===== config.mk =====
export PLATFORM = sky130hd
export DESIGN_NAME = decoder2x4_hold
export DESIGN_NICKNAME = d
export VERILOG_FILES = /design/src/rtl/decoder_pkg.sv /design/src/rtl/hold_counter.sv /design/src/rtl/decoder2x4_hold.sv
export SDC_FILE = /design/constraint.sdc
export NUM_CORES = 1
export LEC_CHECK = 0
export CAP_MARGIN = 20
export CORE_AREA = 2 2 54 56
export DETAILED_ROUTE_END_ITERATION = 12
export DIE_AREA = 0 0 56 58
export HOLD_SLACK_MARGIN = 0.05
export PLACE_DENSITY = 0.7
export SYNTH_ARGS = -nofsm -noshare
export SYNTH_HDL_FRONTEND = slang
export SYNTH_SLANG_ARGS = --single-unit

===== constraint.sdc =====
create_clock -name clk -period 1.7 [get_ports clk]
set_input_delay 0.255 -clock clk [delete_from_list [all_inputs] [get_ports clk]]
set_output_delay 0.255 -clock clk [all_outputs]
set_load 0.02 [all_outputs]

===== src/rtl/decoder_pkg.sv =====
// Shared definitions for the registered one-hot decoders: state encoding and index decode.
package decoder_pkg;

    localparam logic ST_IDLE = 1'b0;
    localparam logic ST_HOLD = 1'b1;

    localparam int unsigned HOLD_CNT_W = 8;

    typedef enum logic {
        StIdle = ST_IDLE,
        StHold = ST_HOLD
    } state_e;

    function automatic logic [3:0] onehot_2to4(input logic [1:0] idx);
        logic [3:0] vec;
        vec = 4'b0000;
        vec[idx] = 1'b1;
        return vec;
    endfunction

endpackage


===== src/rtl/hold_counter.sv =====
// 8-bit down-counter with synchronous load and a zero flag; stops at zero.
module hold_counter
    import decoder_pkg::*;
(
    input  logic                  clk,
    input  logic                  rst_n,
    input  logic                  load,
    input  logic [HOLD_CNT_W-1:0] load_val,
    input  logic                  dec,
    output logic                  zero
);

    logic [HOLD_CNT_W-1:0] cnt_q;
    logic [HOLD_CNT_W-1:0] cnt_d;

    always_comb begin
        cnt_d = cnt_q;
        if (load) begin
            cnt_d = load_val;
        end else if (dec && (cnt_q != '0)) begin
            cnt_d = cnt_q - 1'b1;
        end
    end

    always_ff @(posedge clk or negedge rst_n) begin
        if (!rst_n) begin
            cnt_q <= '0;
        end else begin
            cnt_q <= cnt_d;
        end
    end

    always_comb zero = (cnt_q == '0);

endmodule


===== src/rtl/decoder2x4_hold.sv =====
// Registered 2-to-4 decoder that holds each accepted code for HOLD_CYCLES cycles,
// back-pressuring upstream while holding and counting transfers that carry v=0.
module decoder2x4_hold
    import decoder_pkg::*;
#(
    parameter int unsigned HOLD_CYCLES = 4,
    parameter int unsigned CNT_W       = 8
) (
    input  logic             clk,
    input  logic             rst_n,
    input  logic             in_valid,
    output logic             in_ready,
    input  logic [1:0]       code,
    input  logic             v,
    output logic [3:0]       y,
    output logic             busy,
    output logic             done,
    output logic [CNT_W-1:0] none_cnt
);

    generate
        if (HOLD_CYCLES < 1 || HOLD_CYCLES > 255) begin : g_bad_hold
            $error("decoder2x4_hold: HOLD_CYCLES must be in 1..255");
        end
    endgenerate

    // Counter is loaded with HOLD_CYCLES-1 so the exit edge is the one seeing zero.
    localparam logic [HOLD_CNT_W-1:0] HoldLoad = HOLD_CNT_W'(HOLD_CYCLES - 1);

    state_e           state_q, state_d;
    logic [3:0]       y_q, y_d;
    logic             busy_q, busy_d;
    logic             done_q, done_d;
    logic [CNT_W-1:0] none_q, none_d;
    logic             cnt_load, cnt_dec, cnt_zero;

    hold_counter u_hold_counter (
        .clk      (clk),
        .rst_n    (rst_n),
        .load     (cnt_load),
        .load_val (HoldLoad),
        .dec      (cnt_dec),
        .zero     (cnt_zero)
    );

    always_comb begin
        state_d  = state_q;
        y_d      = y_q;
        busy_d   = busy_q;
        done_d   = 1'b0;
        none_d   = none_q;
        cnt_load = 1'b0;
        cnt_dec  = 1'b0;
        in_ready = (state_q == StIdle);

        unique case (state_q)
            StIdle: begin
                if (in_valid) begin
                    if (v) begin
                        y_d      = onehot_2to4(code);
                        busy_d   = 1'b1;
                        cnt_load = 1'b1;
                        state_d  = StHold;
                    end else if (none_q != '1) begin
                        none_d = none_q + 1'b1;
                    end
                end
            end
            StHold: begin
                if (cnt_zero) begin
                    y_d     = 4'b0000;
                    busy_d  = 1'b0;
                    done_d  = 1'b1;
                    state_d = StIdle;
                end else begin
                    cnt_dec = 1'b1;
                end
            end
            default: begin
                state_d = StIdle;
                y_d     = 4'b0000;
                busy_d  = 1'b0;
            end
        endcase
    end

    always_ff @(posedge clk or negedge rst_n) begin
        if (!rst_n) begin
            state_q <= StIdle;
            y_q     <= 4'b0000;
            busy_q  <= 1'b0;
            done_q  <= 1'b0;
            none_q  <= '0;
        end else begin
            state_q <= state_d;
            y_q     <= y_d;
            busy_q  <= busy_d;
            done_q  <= done_d;
            none_q  <= none_d;
        end
    end

    always_comb begin
        y        = y_q;
        busy     = busy_q;
        done     = done_q;
        none_cnt = none_q;
    end

endmodule


==> impl_metrics.json, run 1 <==
{
  "vias_per_cell": 5.47,
  "io_buffers": 20,
  "start_util": 0.427,
  "die_w_microns": 56,
  "cp-start-kind": "register",
  "drv_cap": 0,
  "postSynthAreaPerCell_sq_um": 10.9,
  "cts-buffers-inserted": 3,
  "whs_ns": 0.286,
  "gp_congestion": 0.830,
  "final-seq-area_sq_um": 576,
  "globalRouteOverflowTotal": 0,
  "cts_resized": 8,
  "path_delay_family": "simple AND/OR/NAND/NOR gates",
  "wl_per_cell_microns": 14.8,
  "post_cts.repair.setup_buffers": 0,
  "synth-edff-count": 0,
  "io_pins": 21,
  "end_kind": "register",
  "firstDrtPassIters": 4,
  "hp-class": "input port to async pin",
  "yosysMostFrequentCell": "dfrtp_1",
  "period_share": 0.971,
  "layout-drive-gt1-share": 0.218,
  "die-area_sq_um": 3250,
  "clockBufferDepth": 2,
  "synth_common_cells": "23 x dfrtp_1, 7 x inv_1, 7 x o21ai_0",
  "period_needed_ns": 1.65,
  "clk_latency_ns": 0.30,
  "ir_worst_vdd_uv": 929,
  "power.total_mw": 2.28,
  "finalMaxSlewViolations": 0,
  "synth_cell_types": 37,
  "dr_total_vias": 947,
  "coreArea_sq_um": 2660,
  "clock.fmax_ghz": 0.606,
  "cts_root_buffer": "clkbuf_4",
  "worstPathRequired_ns": 1.93,
  "num-fill-cells": 243,
  "clock_sinks": 23,
  "p_per_area_nw_per_um2": 1470,
  "die_h_microns": 58,
  "postCtsHoldBufs": 0,
  "clock-skew-final_ns": 0.00454,
  "netlist.area_leader.share": 0.507,
  "leakagePower_nw": 0.730,
  "crit_chain": "or4b_4 > a2111oi_4 > mux2i_1",
  "cts-htree-levels": 1,
  "yosys.area.top_type": "dfrtp_1",
  "clk_pin_slew_worst_paths_ns": 0.12,
  "antenna_found_initial": 0,
  "netlist_top_cells_area": "dfrtp_1 51%, o21ai_0 3.1%, xnor2_1 3.1%",
  "cp_slowest_cell": "or4b_4",
  "syn-num-nets": 112,
  "outcome": "finished, final reports clean",
  "cp_max_fo": 3,
  "drc_errors": 0,
  "grt_pass1_vias": 999,
  "synth_ff_type": "dfrtp_1",
  "grt_setup_unrepaired": "no",
  "grt_max_degree": 24,
  "netlist_instances": 104,
  "gr-usage-all-layers": 0.173,
  "wl_microns": 2570,
  "multi_input_area_sq_um": 558,
  "arrival_ns": 1.89,
  "syn_to_final_growth_pct": 37.1,
  "yosysWarningCount": 0,
  "ys_seq_area_frac": 0.507,
  "finalSetupTns_ns": 0,
  "finalSetupViolCount": 0,
  "synthArstFlopShare": 1.00,
  "ys_seq_elements": 23,
  "syn_area_sq_um": 1140,
  "layout.nets": 151,
  "hpwl_microns": 1890,
  "num_rows": 19,
  "cts_tree": "built",
  "diodes": 0,
  "tightest_slew_ns": 0.356,
  "crit_type": "register to register",
  "drt_iter0_markers": 22,
  "max_stage_delay_ns": 0.58,
  "hold_viol_final": 0,
  "ant_nets": 0,
  "relSlewSlack": 0.760,
  "critPathBufInv": 0,
  "grt_pass1_wl_microns": 4400
}
==> cell families after synthesis <==
group / Yosys count / share of synthesized area
and+or+nand+nor: 36 / 0.197
xor gates and xnor gates: 4 / 0.0308
muxes: 6 / 0.0562
buffers and inverters: 10 / 0.0407
AOI/OAI and AO/OA: 23 / 0.146
DFF: 23 / 0.507
adders and majority gates: 2 / 0.0220
==> where the power goes <==
| group | switching (mW) | leakage [nW] | internal (mW) |
|---|---|---|---|
| sequential | 0.134 | 0.296 | 0.721 |
| clock | 0.154 | 0.0150 | 0.0915 |
| combinational | 0.592 | 0.419 | 0.592 |
==> sequential cells by signal, summed over array words and instances, names as in the netlist <==
register,flops
busy,1
done,1
none_cnt,8
state_q,1
u_hold_counter.cnt_q,8
y,4
==> metal layers <==
metal	routed length, microns	GRT usage	vias up	share of wire
met5	0	0	-	0
met4	18	0.0544	0	0.0070
met3	106	0.0290	2	0.041
met2	1340	0.314	26	0.52
met1	1100	0.211	457	0.43
li1	-	-	462	-
==> worst reg2reg max path, cell delays in order (launching register included) <==
cell,delay (ns)
dfrtp_1,0.42
or4b_4,0.58
a2111oi_4,0.36
mux2i_1,0.22
==> cell usage in the layout (no fill, tap or decap), types with 3 or more instances in the layout <==
cell type / count
nand2_1: 6
mux2_2: 3
nand3_1: 3
dfrtp_1: 23
and3_1: 3
inv_1: 7
nand4_1: 3
clkbuf_4: 3
mux2i_1: 3
xnor2_1: 4
o21ai_0: 5
nor2_1: 5
buf_4: 17
a21oi_1: 5
clkdlybuf4s50_1: 15
dlymetal6s2s_1: 3
==> path summary, 6_finish.rpt <==
check | cells past startpoint | end | startpoint | slack, ns
min | 2 | busy | rst_n | 0.29
max | 3 | u_hold_counter.cnt_q[5] | u_hold_counter.cnt_q[1] | 0.05
max reg2reg | 3 | u_hold_counter.cnt_q[5] | u_hold_counter.cnt_q[1] | 0.05
min reg2reg | 1 | y[1] | y[1] | 0.52
max in group asynchronous | 2 | u_hold_counter.cnt_q[2] | rst_n | 1.18
min in group clk | 1 | y[1] | y[1] | 0.52
==> through the flow <==
| step | cell area [sq um] | utilization | worst slack, ns | instances |
|---|---|---|---|---|
| 4_1_cts | 1540 | 0.579 | 0.0180 | 173 |
| 3_3_place_gp | 1480 | 0.557 | -0.000325 | 169 |
| 2_1_floorplan | 1140 | - | -0.00322 | 104 |
| 6_report | 1560 | 0.585 | 0.0489 | 173 |
| 5_1_grt | 1560 | 0.585 | 0.00553 | 173 |
| 3_5_place_dp | 1480 | 0.557 | -0.0612 | 169 |
==> layout make-up <==
type | count | share of cell area
tap | 31 | 0.0249
multi-input combinational | 71 | 0.358
timing repair buffer | 37 | 0.214
clock buffer | 4 | 0.0169
inverter | 7 | 0.0169
sequential | 23 | 0.369
No activity file was read; power rests on OpenSTA's default activity.
==> run 2, diff against run 1 <==
ABC_AREA = 1   (was not set)
CORE_AREA = 3 3 56 58   (was 2 2 54 56)
DIE_AREA = 0 0 59 61   (was 0 0 56 58)
PLACE_DENSITY = 0.71   (was 0.7)
==> run 2 against run 1 <==
Setup slack better by 0.021 ns. Sequential power is 5.3% higher. Core utilization is 3.3 points lower. Sequential share of layout area is 1.5 points higher. Hold slack worse by 0.0035 ns. Critical path type is now register to output pin.
==> impl_metrics.json, run 2 <==
{
  "outcome": "finished, final reports clean",
  "syn-num-nets": 160,
  "wl_per_cell_microns": 11.0,
  "r2r-end": "none_cnt[1]",
  "drc_errors": 0,
  "r2r_cells": 8,
  "finalSetupTns_ns": 0,
  "cts-htree-levels": 1,
  "power_frac_comb": 0.489,
  "synthArstFlopShare": 1.00,
  "final_cell_mix": "55 x nand2_1, 23 x dfrtp_1, 17 x clkdlybuf4s50_1",
  "io_buffers": 20,
  "synth_mux_area_frac": 0,
  "final_common_cell": "nand2_1",
  "dr_total_vias": 1010,
  "yosys.area.top_type": "dfrtp_1",
  "instances_no_fill": 210,
  "vias_per_cell": 4.81,
  "synthSimpleGateAreaFrac": 0.346,
  "end_kind": "output pin",
  "start_util": 0.443,
  "switchingPower_mw": 0.972,
  "diodes": 0,
  "clock.fmax_ghz": 0.613,
  "synth_fa_ha_area_frac": 0.0208,
  "postCtsHoldBufs": 0,
  "ant_nets": 0,
  "finalMaxSlewViolations": 0,
  "antenna_found_initial": 0,
  "synthXorXnorAreaFrac": 0.0438,
  "layout-drive-gt1-share": 0.112,
  "netlist_instances": 152,
  "synth_top_family_by_area": "simple AND/OR/NAND/NOR gates",
  "clock_sinks": 23,
  "p_clk_frac": 0.113,
  "p_per_area_nw_per_um2": 1510,
  "grt_pass1_wl_microns": 3930,
  "dp_cells": 205,
  "ys_seq_area_frac": 0.479,
  "sw_frac_of_total": 0.429,
  "die_h_microns": 61,
  "clock-skew-final_ns": 0.00447,
  "drv_cap": 0,
  "cp-start-kind": "register",
  "synth_cell_types": 22,
  "leakagePower_nw": 0.785,
  "syn_to_final_growth_pct": 24.6,
  "grt_pass1_vias": 913,
  "crit_chain": "clkdlybuf4s50_1",
  "die_w_microns": 59,
  "postSynthAreaPerCell_sq_um": 7.90,
  "cts_tree": "built",
  "die-area_sq_um": 3600,
  "synth_compound_area_frac": 0.0438,
  "clk_pin_slew_worst_paths_ns": 0.13,
  "path_delay_family": "buffers and inverters",
  "hold_viol_final": 0,
  "ir_worst_vdd_uv": 1080,
  "cp_max_fo": 5,
  "period_needed_ns": 1.63,
  "firstDrtPassIters": 4,
  "netlist_top_cells_area": "dfrtp_1 48%, nand2_1 17%, nand3_1 5.4%",
  "regToRegSetupSlack_ns": 0.25,
  "yosysMostFrequentCell": "nand2_1",
  "period_share": 0.959,
  "yosysWarningCount": 0,
  "synth_common_cells": "55 x nand2_1, 23 x dfrtp_1, 15 x inv_1",
  "coreArea_sq_um": 2710,
  "ys_seq_elements": 23,
  "hp-class": "input port to async pin",
  "grt_max_degree": 24,
  "gr-usage-all-layers": 0.141,
  "clk_latency_ns": 0.31,
  "p_seq_frac": 0.398,
  "gp_congestion": 0.787,
  "finalSetupViolCount": 0,
  "arrival_ns": 1.38,
  "synth_ff_type": "dfrtp_1",
  "crit_type": "register to output pin",
  "hpwl_microns": 1730,
  "cp_slowest_cell": "clkdlybuf4s50_1",
  "layout.nets": 188,
  "relSlewSlack": 0.773,
  "globalRouteOverflowTotal": 0,
  "worstPathRequired_ns": 1.44,
  "netlist.area_leader.share": 0.479,
  "r2r-start": "none_cnt[0]",
  "critPathBufInv": 1,
  "cts_root_buffer": "clkbuf_4",
  "drt_iter0_markers": 39,
  "synth-edff-count": 0,
  "wl_microns": 2310,
  "tightest_slew_ns": 0.340,
  "clockBufferDepth": 2,
  "io_pins": 21,
  "grt_setup_unrepaired": "no",
  "cts-buffers-inserted": 3,
  "syn_area_sq_um": 1200,
  "num_rows": 19,
  "p_int_mw": 1.29,
  "max_stage_delay_ns": 0.63
}
run 2: changes by cell type after synthesis, moves of 4 or more:
| cell | before | now |
|---|---|---|
| inv_1 | 7 | 15 |
| nand2_1 | 6 | 55 |
| nand3_1 | 3 | 13 |
| nor2_1 | 5 | 9 |
| a21oi_1 | 5 | 1 |
| xor2_1 | 0 | 4 |
| inv_2 | 0 | 5 |
| o21ai_1 | 0 | 7 |
| o21ai_0 | 7 | 1 |
run 2: how the worst max path moves through the flow:
stage                     start           to  slack, ns  cells past startpoint
floorplan           none_cnt[0]  none_cnt[3]       0.25                      8
global placement       in_valid         y[0]       0.24                      6
detailed placement            v         y[0]       0.21                      6
CTS                 none_cnt[2]  none_cnt[2]       0.05                      1
global route        none_cnt[0]  none_cnt[4]      0.005                      8
finish              none_cnt[0]  none_cnt[0]       0.07                      1
run 2: layout make-up:
cell class / count / area, sq um
clock buffers: 3 / 22.5
inverters: 20 / 75.1
multi-input cells: 108 / 546
flip-flops and latches: 23 / 576
repair buffers: 24 / 234
clock inverters: 1 / 5.00
well taps: 31 / 38.8
fillers: 258 / 1210
run 2: what timing repair did:
action,4_1_cts,5_1_grt
hold endpoints to repair,0,0
setup buffers,0,1
resized for setup,1,2
setup endpoints to repair,1,3
run 2: through the flow:
stage / instance area [sq um] / power, mW / util / hold WS, ns / worst slack (ns)
finish: 1500 / 2.26 / 0.552 / 0.283 / 0.0697
global route: 1500 / 2.47 / 0.552 / 0.292 / 0.00471
CTS: 1480 / 2.26 / 0.548 / 0.280 / 0.0472
detailed placement: 1460 / 2.02 / 0.538 / 0.469 / 0.210
global placement: 1460 / 1.98 / 0.538 / 0.464 / 0.239
floorplan: 1200 / 1.62 / - / -0.0406 / 0.246
run 2: power groups by stage:
stage / clock (mW) / sequential (mW) / combinational, mW
after floorplan: 0 / 0.993 / 0.630
after global placement: 0 / 0.896 / 1.09
after detailed placement: 0 / 0.908 / 1.11
after CTS: 0.265 / 0.899 / 1.10
after global routing: 0.289 / 0.927 / 1.25
final: 0.257 / 0.900 / 1.11
run 2: logic make-up (layout without fill, tap and decap cells):
group | count (synthesis) | count (layout)
flops | 23 | 23
fa+ha+maj | 2 | 2
compound gates | 10 | 10
buf+inv | 21 | 48
simple gates | 90 | 90
xor+xnor | 6 | 6
run 2: layer usage:
| layer | vias to the layer above | GRT usage | wire length (microns) |
|---|---|---|---|
| met5 | - | 0 | 0 |
| met1 | 464 | 0.197 | 1160 |
| met3 | 0 | 0.0213 | 103 |
| li1 | 529 | - | - |
| met2 | 17 | 0.226 | 1050 |
| met4 | 0 | 0.0453 | 0 |
==> run 3, diff against run 2 <==
CAP_MARGIN = not set   (was 20)
CORE_AREA = 3 3 54 56   (was 3 3 56 58)
DIE_AREA = 0 0 57 59   (was 0 0 59 61)
DONT_BUFFER_PORTS = 1   (was not set)
PLACE_DENSITY = not set   (was 0.71)
SKIP_CTS_REPAIR_TIMING = 1   (was not set)
==> run 3 against run 2 <==
Wire length increased by 2.9%. Design area decreased by 10%. Core utilization decreased by 0.92 points. Final cell count decreased by 7.6%. Global-route usage increased by 2.1 points. Clock-buffer cell count increased by 1. Critical path depth increased by 7. Clock power about the same. Non-clock buffer count decreased by 15. Clock skew about the same. Register-to-register slack got worse by 0.07 ns. Largest power group is now registers.
==> impl_metrics.json, run 3 (synthesis gave the netlist of run 2 again) <==
{
  "cts_root_buffer": "clkbuf_4",
  "cp_max_fo": 10,
  "clk_pin_slew_worst_paths_ns": 0.13,
  "io_buffers": 0,
  "grt_setup_unrepaired": "no",
  "hp-class": "input port to register",
  "leakagePower_nw": 0.700,
  "hold_viol_final": 0,
  "finalMaxSlewViolations": 0,
  "grt_pass1_wl_microns": 4360,
  "end_kind": "register",
  "clock_sinks": 23,
  "hold_start": "code[0]",
  "vias_per_cell": 5.07,
  "gp_congestion": 0.831,
  "worst_path_most_repeated_cell": "nand2_1",
  "path_delay_family": "simple AND/OR/NAND/NOR gates",
  "firstDrtPassIters": 4,
  "p_clk_frac": 0.122,
  "r2r-start": "u_hold_counter.cnt_q[0]",
  "syn_to_final_growth_pct": 12.0,
  "r2r-end": "u_hold_counter.cnt_q[3]",
  "power_frac_comb": 0.420,
  "preCtsSetupSlack_ns": 0.196,
  "finalSetupTns_ns": 0,
  "cp_num_cells": 8,
  "clock.fmax_ghz": 0.659,
  "min_to": "y[3]",
  "final_common_cell": "nand2_1",
  "drc_errors": 0,
  "diodes": 0,
  "num_rows": 18,
  "postLayoutSetupSlackWorst_ns": 0.183,
  "layout.nets": 173,
  "grt_max_degree": 24,
  "cts-buffers-inserted": 3,
  "cts_tree": "built",
  "io_pins": 21,
  "p_per_area_nw_per_um2": 1560,
  "clock-skew-final_ns": 0.00410,
  "period_share": 0.893,
  "gr-usage-all-layers": 0.163,
  "layout-drive-gt1-share": 0.134,
  "ant_nets": 0,
  "cp_slowest_cell": "dfrtp_1",
  "outcome": "finished, final reports clean",
  "cp-start-kind": "register",
  "coreArea_sq_um": 2480,
  "num-fill-cells": 246,
  "wl_per_cell_microns": 12.3,
  "hpwl_microns": 1770,
  "arrival_ns": 1.78,
  "regToRegSetupSlack_ns": 0.18,
  "clockBufferDepth": 2,
  "worstPathRequired_ns": 1.96,
  "worstHoldPathCells": 2,
  "crit_chain": "inv_1 > ha_1 > nand3_1 > nor2_2 > nor2_4 > nor2_8 > nand2_1 > nand2_1",
  "whs_ns": 0.0823,
  "power.total_mw": 2.09,
  "clk_latency_ns": 0.31,
  "r2r_cells": 8,
  "cp-startpoint": "u_hold_counter.cnt_q[0]",
  "dr_total_vias": 983,
  "drt_iter0_markers": 20,
  "die_h_microns": 59,
  "die-area_sq_um": 3360,
  "relSlewSlack": 0.778,
  "antenna_found_initial": 0,
  "final_cell_mix": "55 x nand2_1, 23 x dfrtp_1, 15 x inv_1",
  "ir_worst_vdd_uv": 969,
  "globalRouteOverflowTotal": 0,
  "cts-htree-levels": 1,
  "grt_pass1_vias": 1091,
  "switchingPower_mw": 0.948,
  "critPathBufInv": 1,
  "max_stage_delay_ns": 0.40,
  "sw_frac_of_total": 0.453,
  "finalSetupViolCount": 0,
  "period_needed_ns": 1.52,
  "wl_microns": 2380,
  "crit_type": "register to register",
  "die_w_microns": 57,
  "start_util": 0.485,
  "p_int_mw": 1.15,
  "p_seq_frac": 0.459,
  "drv_cap": 0,
  "tightest_slew_ns": 0.332
}
run 3: cell types whose count changed in the layout (fill, tap and decap cells not counted), moves of 2 or more:
cell,previous run,this run
dlymetal6s2s_1,2,0
dlygate4sd3_1,0,2
clkdlybuf4s50_1,17,0
buf_4,4,6
run 3: layout make-up:
cell class	count	area, sq um	area share
Multi-Input combinational cell	108	546	0.406
Timing Repair Buffer	9	85.1	0.0633
Sequential cell	23	576	0.428
Tap cell	30	37.5	0.0279
Clock buffer	4	26.3	0.0195
Inverter	20	75.1	0.0558
run 3: power by group through the flow:
stage	sequential [mW]	clock, mW	combinational, mW
after CTS	0.960	0.265	0.866
final	0.960	0.255	0.879
after floorplan	0.993	0	0.630
after global placement	0.967	0	0.839
after detailed placement	0.968	0	0.868
after global routing	0.988	0.282	1.01
run 3: worst reg2reg max path, delay by kind of cell, from the launching register on:
kind | cells | cell delay, ns
flip-flops | 1 | 0.40
AND/OR/NAND/NOR | 6 | 0.69
adder cells (fa/ha/maj) | 1 | 0.28
buffers and inverters | 1 | 0.09
run 3: through the flow:
stage	instances	instance area [sq um]	util
floorplan	152	1200	-
global placement	187	1280	0.516
detailed placement	187	1280	0.516
CTS	191	1310	0.527
global route	194	1350	0.543
finish	194	1350	0.543
run 3: worst max path at each step:
| stage | slack, ns | to |
|---|---|---|
| floorplan | 0.25 | none_cnt[3] |
| global placement | 0.25 | y[2] |
| finish | 0.18 | u_hold_counter.cnt_q[3] |
| detailed placement | 0.20 | y[2] |
| global route | 0.02 | u_hold_counter.cnt_q[0] |
| CTS | 0.18 | y[2] |
run 3: metal layers:
layer / up-vias / global-route usage / routed length [microns]
met5: - / 0 / 0
met4: 0 / 0.0762 / 38
met3: 6 / 0.0327 / 124
met2: 22 / 0.277 / 1130
met1: 454 / 0.199 / 1090
li1: 501 / - / -
